--- config.mk ---
export PLATFORM = sky130hd
export DESIGN_NAME = img_loader
export DESIGN_NICKNAME = d
export VERILOG_FILES = /design/src/rtl/cnn_pkg.sv /design/src/rtl/img_loader.sv
export SDC_FILE = /design/constraint.sdc
export NUM_CORES = 1
export LEC_CHECK = 0
export ABC_CLOCK_PERIOD_IN_PS = 2110
export CAP_MARGIN = 10
export CORE_MARGIN = 1
export CORE_UTILIZATION = 45
export CTS_CLUSTER_DIAMETER = 150
export DETAILED_ROUTE_END_ITERATION = 10
export PLACE_DENSITY_LB_ADDON = 0.1
export SLEW_MARGIN = 20
export SYNTH_ARGS = -nofsm -noshare
export SYNTH_HDL_FRONTEND = slang
export SYNTH_SLANG_ARGS = --single-unit
--- constraint.sdc ---
create_clock -name clk -period 2.11 [get_ports clk]
set_input_delay 0.422 -clock clk [delete_from_list [all_inputs] [get_ports clk]]
set_output_delay 0.422 -clock clk [all_outputs]
set_load 0.005 [all_outputs]
--- src/rtl/cnn_pkg.sv ---
// rtl/cnn_pkg.sv - shared image geometry and loader state encoding
package cnn_pkg;

    localparam int IMG_BITS  = 784;
    localparam int IMG_BYTES = IMG_BITS / 8;
    localparam int ADDR_W    = 10;
    localparam int CNT_W     = $clog2(IMG_BYTES);

    typedef enum logic [1:0] {
        IDLE,
        SHIFT,
        START,
        RUN
    } ld_state_t;

endpackage

--- src/rtl/img_loader.sv ---
// rtl/img_loader.sv - unpacks received bytes into 1-bit pixels for the CNN input RAM
module img_loader
    import cnn_pkg::*;
(
    input  logic              clk,
    input  logic              RST_n,
    input  logic [7:0]        rx_data,
    input  logic              rx_rdy,
    input  logic              core_done,
    output logic              we,
    output logic [ADDR_W-1:0] waddr,
    output logic              wdata,
    output logic              start,
    output logic              busy,
    output logic              ovr
);

    ld_state_t         state, state_nx;
    logic [7:0]        sr, sr_nx;
    logic [7:0]        hold, hold_nx;
    logic              hold_valid, hold_valid_nx;
    logic [CNT_W-1:0]  byte_cnt, byte_cnt_nx;
    logic [2:0]        bit_cnt, bit_cnt_nx;
    logic              we_nx, wdata_nx, start_nx, busy_nx, ovr_nx;
    logic [ADDR_W-1:0] waddr_nx;
    logic              last_byte;

    assign last_byte = (byte_cnt == CNT_W'(IMG_BYTES - 1));

    always_ff @(posedge clk or negedge RST_n) begin
        if (!RST_n) begin
            state      <= IDLE;
            sr         <= '0;
            hold       <= '0;
            hold_valid <= 1'b0;
            byte_cnt   <= '0;
            bit_cnt    <= '0;
            we         <= 1'b0;
            waddr      <= '0;
            wdata      <= 1'b0;
            start      <= 1'b0;
            busy       <= 1'b0;
            ovr        <= 1'b0;
        end else begin
            state      <= state_nx;
            sr         <= sr_nx;
            hold       <= hold_nx;
            hold_valid <= hold_valid_nx;
            byte_cnt   <= byte_cnt_nx;
            bit_cnt    <= bit_cnt_nx;
            we         <= we_nx;
            waddr      <= waddr_nx;
            wdata      <= wdata_nx;
            start      <= start_nx;
            busy       <= busy_nx;
            ovr        <= ovr_nx;
        end
    end

    // bit_cnt is the index k of the pixel currently on the write port
    always_comb begin
        state_nx      = state;
        sr_nx         = sr;
        hold_nx       = hold;
        hold_valid_nx = hold_valid;
        byte_cnt_nx   = byte_cnt;
        bit_cnt_nx    = bit_cnt;
        we_nx         = 1'b0;
        waddr_nx      = waddr;
        wdata_nx      = wdata;
        start_nx      = 1'b0;
        busy_nx       = busy;
        ovr_nx        = ovr;

        case (state)
            IDLE: begin
                if (rx_rdy) begin
                    state_nx   = SHIFT;
                    sr_nx      = rx_data;
                    bit_cnt_nx = '0;
                    we_nx      = 1'b1;
                    waddr_nx   = ADDR_W'({byte_cnt, 3'b000});
                    wdata_nx   = rx_data[0];
                end
            end

            SHIFT: begin
                if (bit_cnt != 3'd7) begin
                    bit_cnt_nx = bit_cnt + 3'd1;
                    we_nx      = 1'b1;
                    waddr_nx   = waddr + 1'b1;
                    wdata_nx   = sr[bit_cnt + 3'd1];
                    if (rx_rdy) begin
                        if (!hold_valid) begin
                            hold_nx       = rx_data;
                            hold_valid_nx = 1'b1;
                        end else begin
                            ovr_nx = 1'b1;
                        end
                    end
                end else if (last_byte) begin
                    // image complete: anything still arriving is a 99th byte
                    state_nx      = START;
                    byte_cnt_nx   = '0;
                    start_nx      = 1'b1;
                    busy_nx       = 1'b1;
                    hold_valid_nx = 1'b0;
                    if (hold_valid || rx_rdy) begin
                        ovr_nx = 1'b1;
                    end
                end else begin
                    byte_cnt_nx = byte_cnt + 1'b1;
                    bit_cnt_nx  = '0;
                    if (hold_valid) begin
                        sr_nx         = hold;
                        we_nx         = 1'b1;
                        waddr_nx      = waddr + 1'b1;
                        wdata_nx      = hold[0];
                        hold_valid_nx = rx_rdy;
                        if (rx_rdy) begin
                            hold_nx = rx_data;
                        end
                    end else if (rx_rdy) begin
                        sr_nx    = rx_data;
                        we_nx    = 1'b1;
                        waddr_nx = waddr + 1'b1;
                        wdata_nx = rx_data[0];
                    end else begin
                        state_nx = IDLE;
                    end
                end
            end

            START: begin
                state_nx = RUN;
                busy_nx  = 1'b1;
                if (rx_rdy) begin
                    ovr_nx = 1'b1;
                end
            end

            RUN: begin
                if (rx_rdy) begin
                    ovr_nx = 1'b1;
                end
                if (core_done) begin
                    busy_nx  = 1'b0;
                    state_nx = IDLE;
                end
            end

            default: begin
                state_nx = IDLE;
            end
        endcase
    end

endmodule

==> results.toml <==
[route]
wl_per_cell_microns = 16.4
ant_nets = 0
route.detailed.drc = 0
viasPerCell = 5.92
vias = 1947
routed_wirelength_microns = 5400
firstDrtPassIters = 4
first_iter_violations = 77

[logic_synthesis]
avgSynthCellArea_sq_um = 11.1
synth_cell_types = 56
yosysMostFrequentCell = "dfrtp_1"
ys_seq_area_share_pct = 44.7
synth_area_leaders = "dfrtp_1 45%, mux2_2 4.1%, o21ai_0 3.3%, a2bb2oi_1 2.8%, a32oi_1 2.8%"
synth_nets = 239
yosysTopAreaCellShare_pct = 44.7
ys_ff_latch = 44
synthTopCellsByCount = "44 x dfrtp_1, 16 x o21ai_0, 15 x nand2_1"
synth_edf_count = 0
ys_async_sr_fraction_pct = 100
yosys_warnings = 0
syn_area_sq_um = 2460
yosys.area.top_type = "dfrtp_1"
netlist_instances = 222
synth_flop_cell = "dfrtp_1"

[power_and_ir_drop]
power.switching_w = 0.00120
p_seq_share_pct = 40.9
peakVddDrop_uv = 597
swShare_pct = 33.3
p_int_w = 0.00240
p_per_area_nw_per_um2 = 1210
pwr-share-comb_pct = 40.6
clkPwrFrac_pct = 18.5
leakagePower_nw = 1.24

[die]
die_w_microns = 76.0
num_rows = 26
pin_count = 27
core_area_sq_um = 5170
start_util_pct = 47.6
die_area_sq_um = 5770
die-height_microns = 76.0

[timing]
finalClockSkew_ps = 7.58
worstMarginPinSlew_ps = 566
period_share_pct = 93.9
setup_tns_ps = 0
whs_ps = 196
slew_headroom_pct = 62.3
rsz0062_at_grt = "false"
hold_viol = 0
slew_viol_final = 0
layout_min_cycle_time_ps = 1980
fmaxAchievable_mhz = 505
finalSetupViolations = 0

[run_status]
run_status = "completed"

[clocking]
cts_setup_buffers = 0
clk_latency_ps = 300
cts_max_level = 2
clock-root-buffer = "clkbuf_8"
hold_buffers = 0
clock-sinks = 44
cts_buffers = 5
clk_path_buf_depth = 2
cts_tree = "built"
cts.clk_slew.worst_paths_ps = 90
post_cts_resized = 0

[setup_path]
critPathLaunchType = "flip-flop"
path_cells = "ha_1 -> ha_1 -> or2_2 -> a21oi_4 -> mux2_2"
crit_cells = 5
slowest_delay_ps = 400
cp.buffers_inverters = 0
worstSetupPathType = "reg -> reg"
crit_top_cell = "ha_1"
crit_family = "adder cells"
crit_fanout = 8
required_ps = 2300
cp_data_arrival_time_ps = 2170
ff2ff_path_depth = 5
slowest_stage = "dfrtp_1"
end_kind = "flip-flop"

[global_routing]
grt_max_degree = 45
track_usage_pct = 20.6
grt_pass1_wl_microns = 9460
antenna_found_initial = 0
grt_overflow_total = 0
grt_pass1_vias = 1895

[place]
portBuffers = 26
dp.final_hpwl_microns = 3820
place_congestion = 0.811

[min_path]
hold_path_class = "in -> async"

[cells_and_area]
area_growth_pct = 20.6
antenna_cells = 0
nets = 275
drive_above_1_share_pct = 22.0

[job]
drv_cap = 0
-- cells by family after synthesis --
group | after synthesis | share of synthesized area, %
AO/OA/AOI/OAI | 72 | 22.8
AND/OR/NAND/NOR | 65 | 17.8
flip-flops | 44 | 44.7
buffers and inverters | 20 | 4.22
multiplexers | 14 | 7.17
adder cells (fa/ha/maj) | 5 | 2.54
XOR/XNOR | 2 | 0.712
-- metrics by stage --
| stage | power [W] | util, % | worst slack [ps] | std cells | area [sq um] |
|---|---|---|---|---|---|
| final | 0.00361 | 57.4 | 129 | 329 | 2970 |
| after floorplan | 0.00241 | - | 230 | 222 | 2460 |
| after global placement | 0.00294 | 55.2 | 116 | 321 | 2850 |
| after CTS | 0.00365 | 57.4 | 127 | 329 | 2970 |
| after global routing | 0.00388 | 57.4 | 46.1 | 329 | 2970 |
| after detailed placement | 0.00297 | 55.2 | 105 | 321 | 2850 |
-- placed cells by master, fill, tap and decap left out, types with 2 or more instances in the layout --
cell type and instances:
dfrtp_1 44, clkdlybuf4s50_1 25, buf_4 18, o21ai_0 16, nand2_1 15, nor2_1 9, mux2_2 9, a32oi_1 8
o2bb2ai_1 8, a2bb2oi_1 8, nor4_1 6, nand4_1 6, inv_1 5, a21oi_1 5, ha_1 5, clkbuf_8 5
a31oi_1 4, nor3_1 3, nand2b_1 3, mux2i_1 3, a21o_1 3, a22o_1 3, and3_1 3, nand2b_4 2
a21oi_4 2, nor3_4 2, nor2b_1 2, or2_2 2, mux4_2 2, a41oi_1 2, o31ai_1 2, and4_1 2
xnor2_1 2
-- worst paths after layout --
path	start	to	slack, ps
min reg2reg	ovr	ovr	480
max in group asynchronous	RST_n	sr[1]	1540
min in group clk	ovr	ovr	480
min	RST_n	waddr[3]	200
max	bit_cnt[0]	hold[4]	130
max reg2reg	bit_cnt[0]	hold[4]	130
-- flip-flops by register name, indices dropped and copies added (netlist names), named ones only --
name        cells
waddr          10
hold            8
sr              8
byte_cnt        7
bit_cnt         3
busy            1
hold_valid      1
ovr             1
start           1
state           1
wdata           1
we              1
-- cell type report --
cell class	instances	area, sq um
Inverter	5	18.8
Sequential cell	44	1100
Multi-Input combinational cell	158	1260
Clock buffer	5	68.8
Clock inverter	3	46.3
Fill cell	450	2200
Tap cell	70	87.6
Timing Repair Buffer	44	390
-- power by group through the flow --
stage	Combinational, W	Sequential (W)	Clock (W)
5_1_grt	0.00163	0.00153	0.000727
3_5_place_dp	0.00148	0.00149	0
4_1_cts	0.00148	0.00147	0.000696
3_3_place_gp	0.00146	0.00148	0
2_1_floorplan	0.000971	0.00144	0
6_report	0.00147	0.00147	0.000668
-- metal layers --
metal  global-route usage, %  up-vias  part of all wire (%)
met5                       0        -                     0
met4                    6.73        0                   1.5
met3                    4.34        9                   3.6
met2                    33.5       48                    49
met1                    27.5      969                    46
li1                        -      921                     -
No activity file was read; power rests on OpenSTA's default activity.
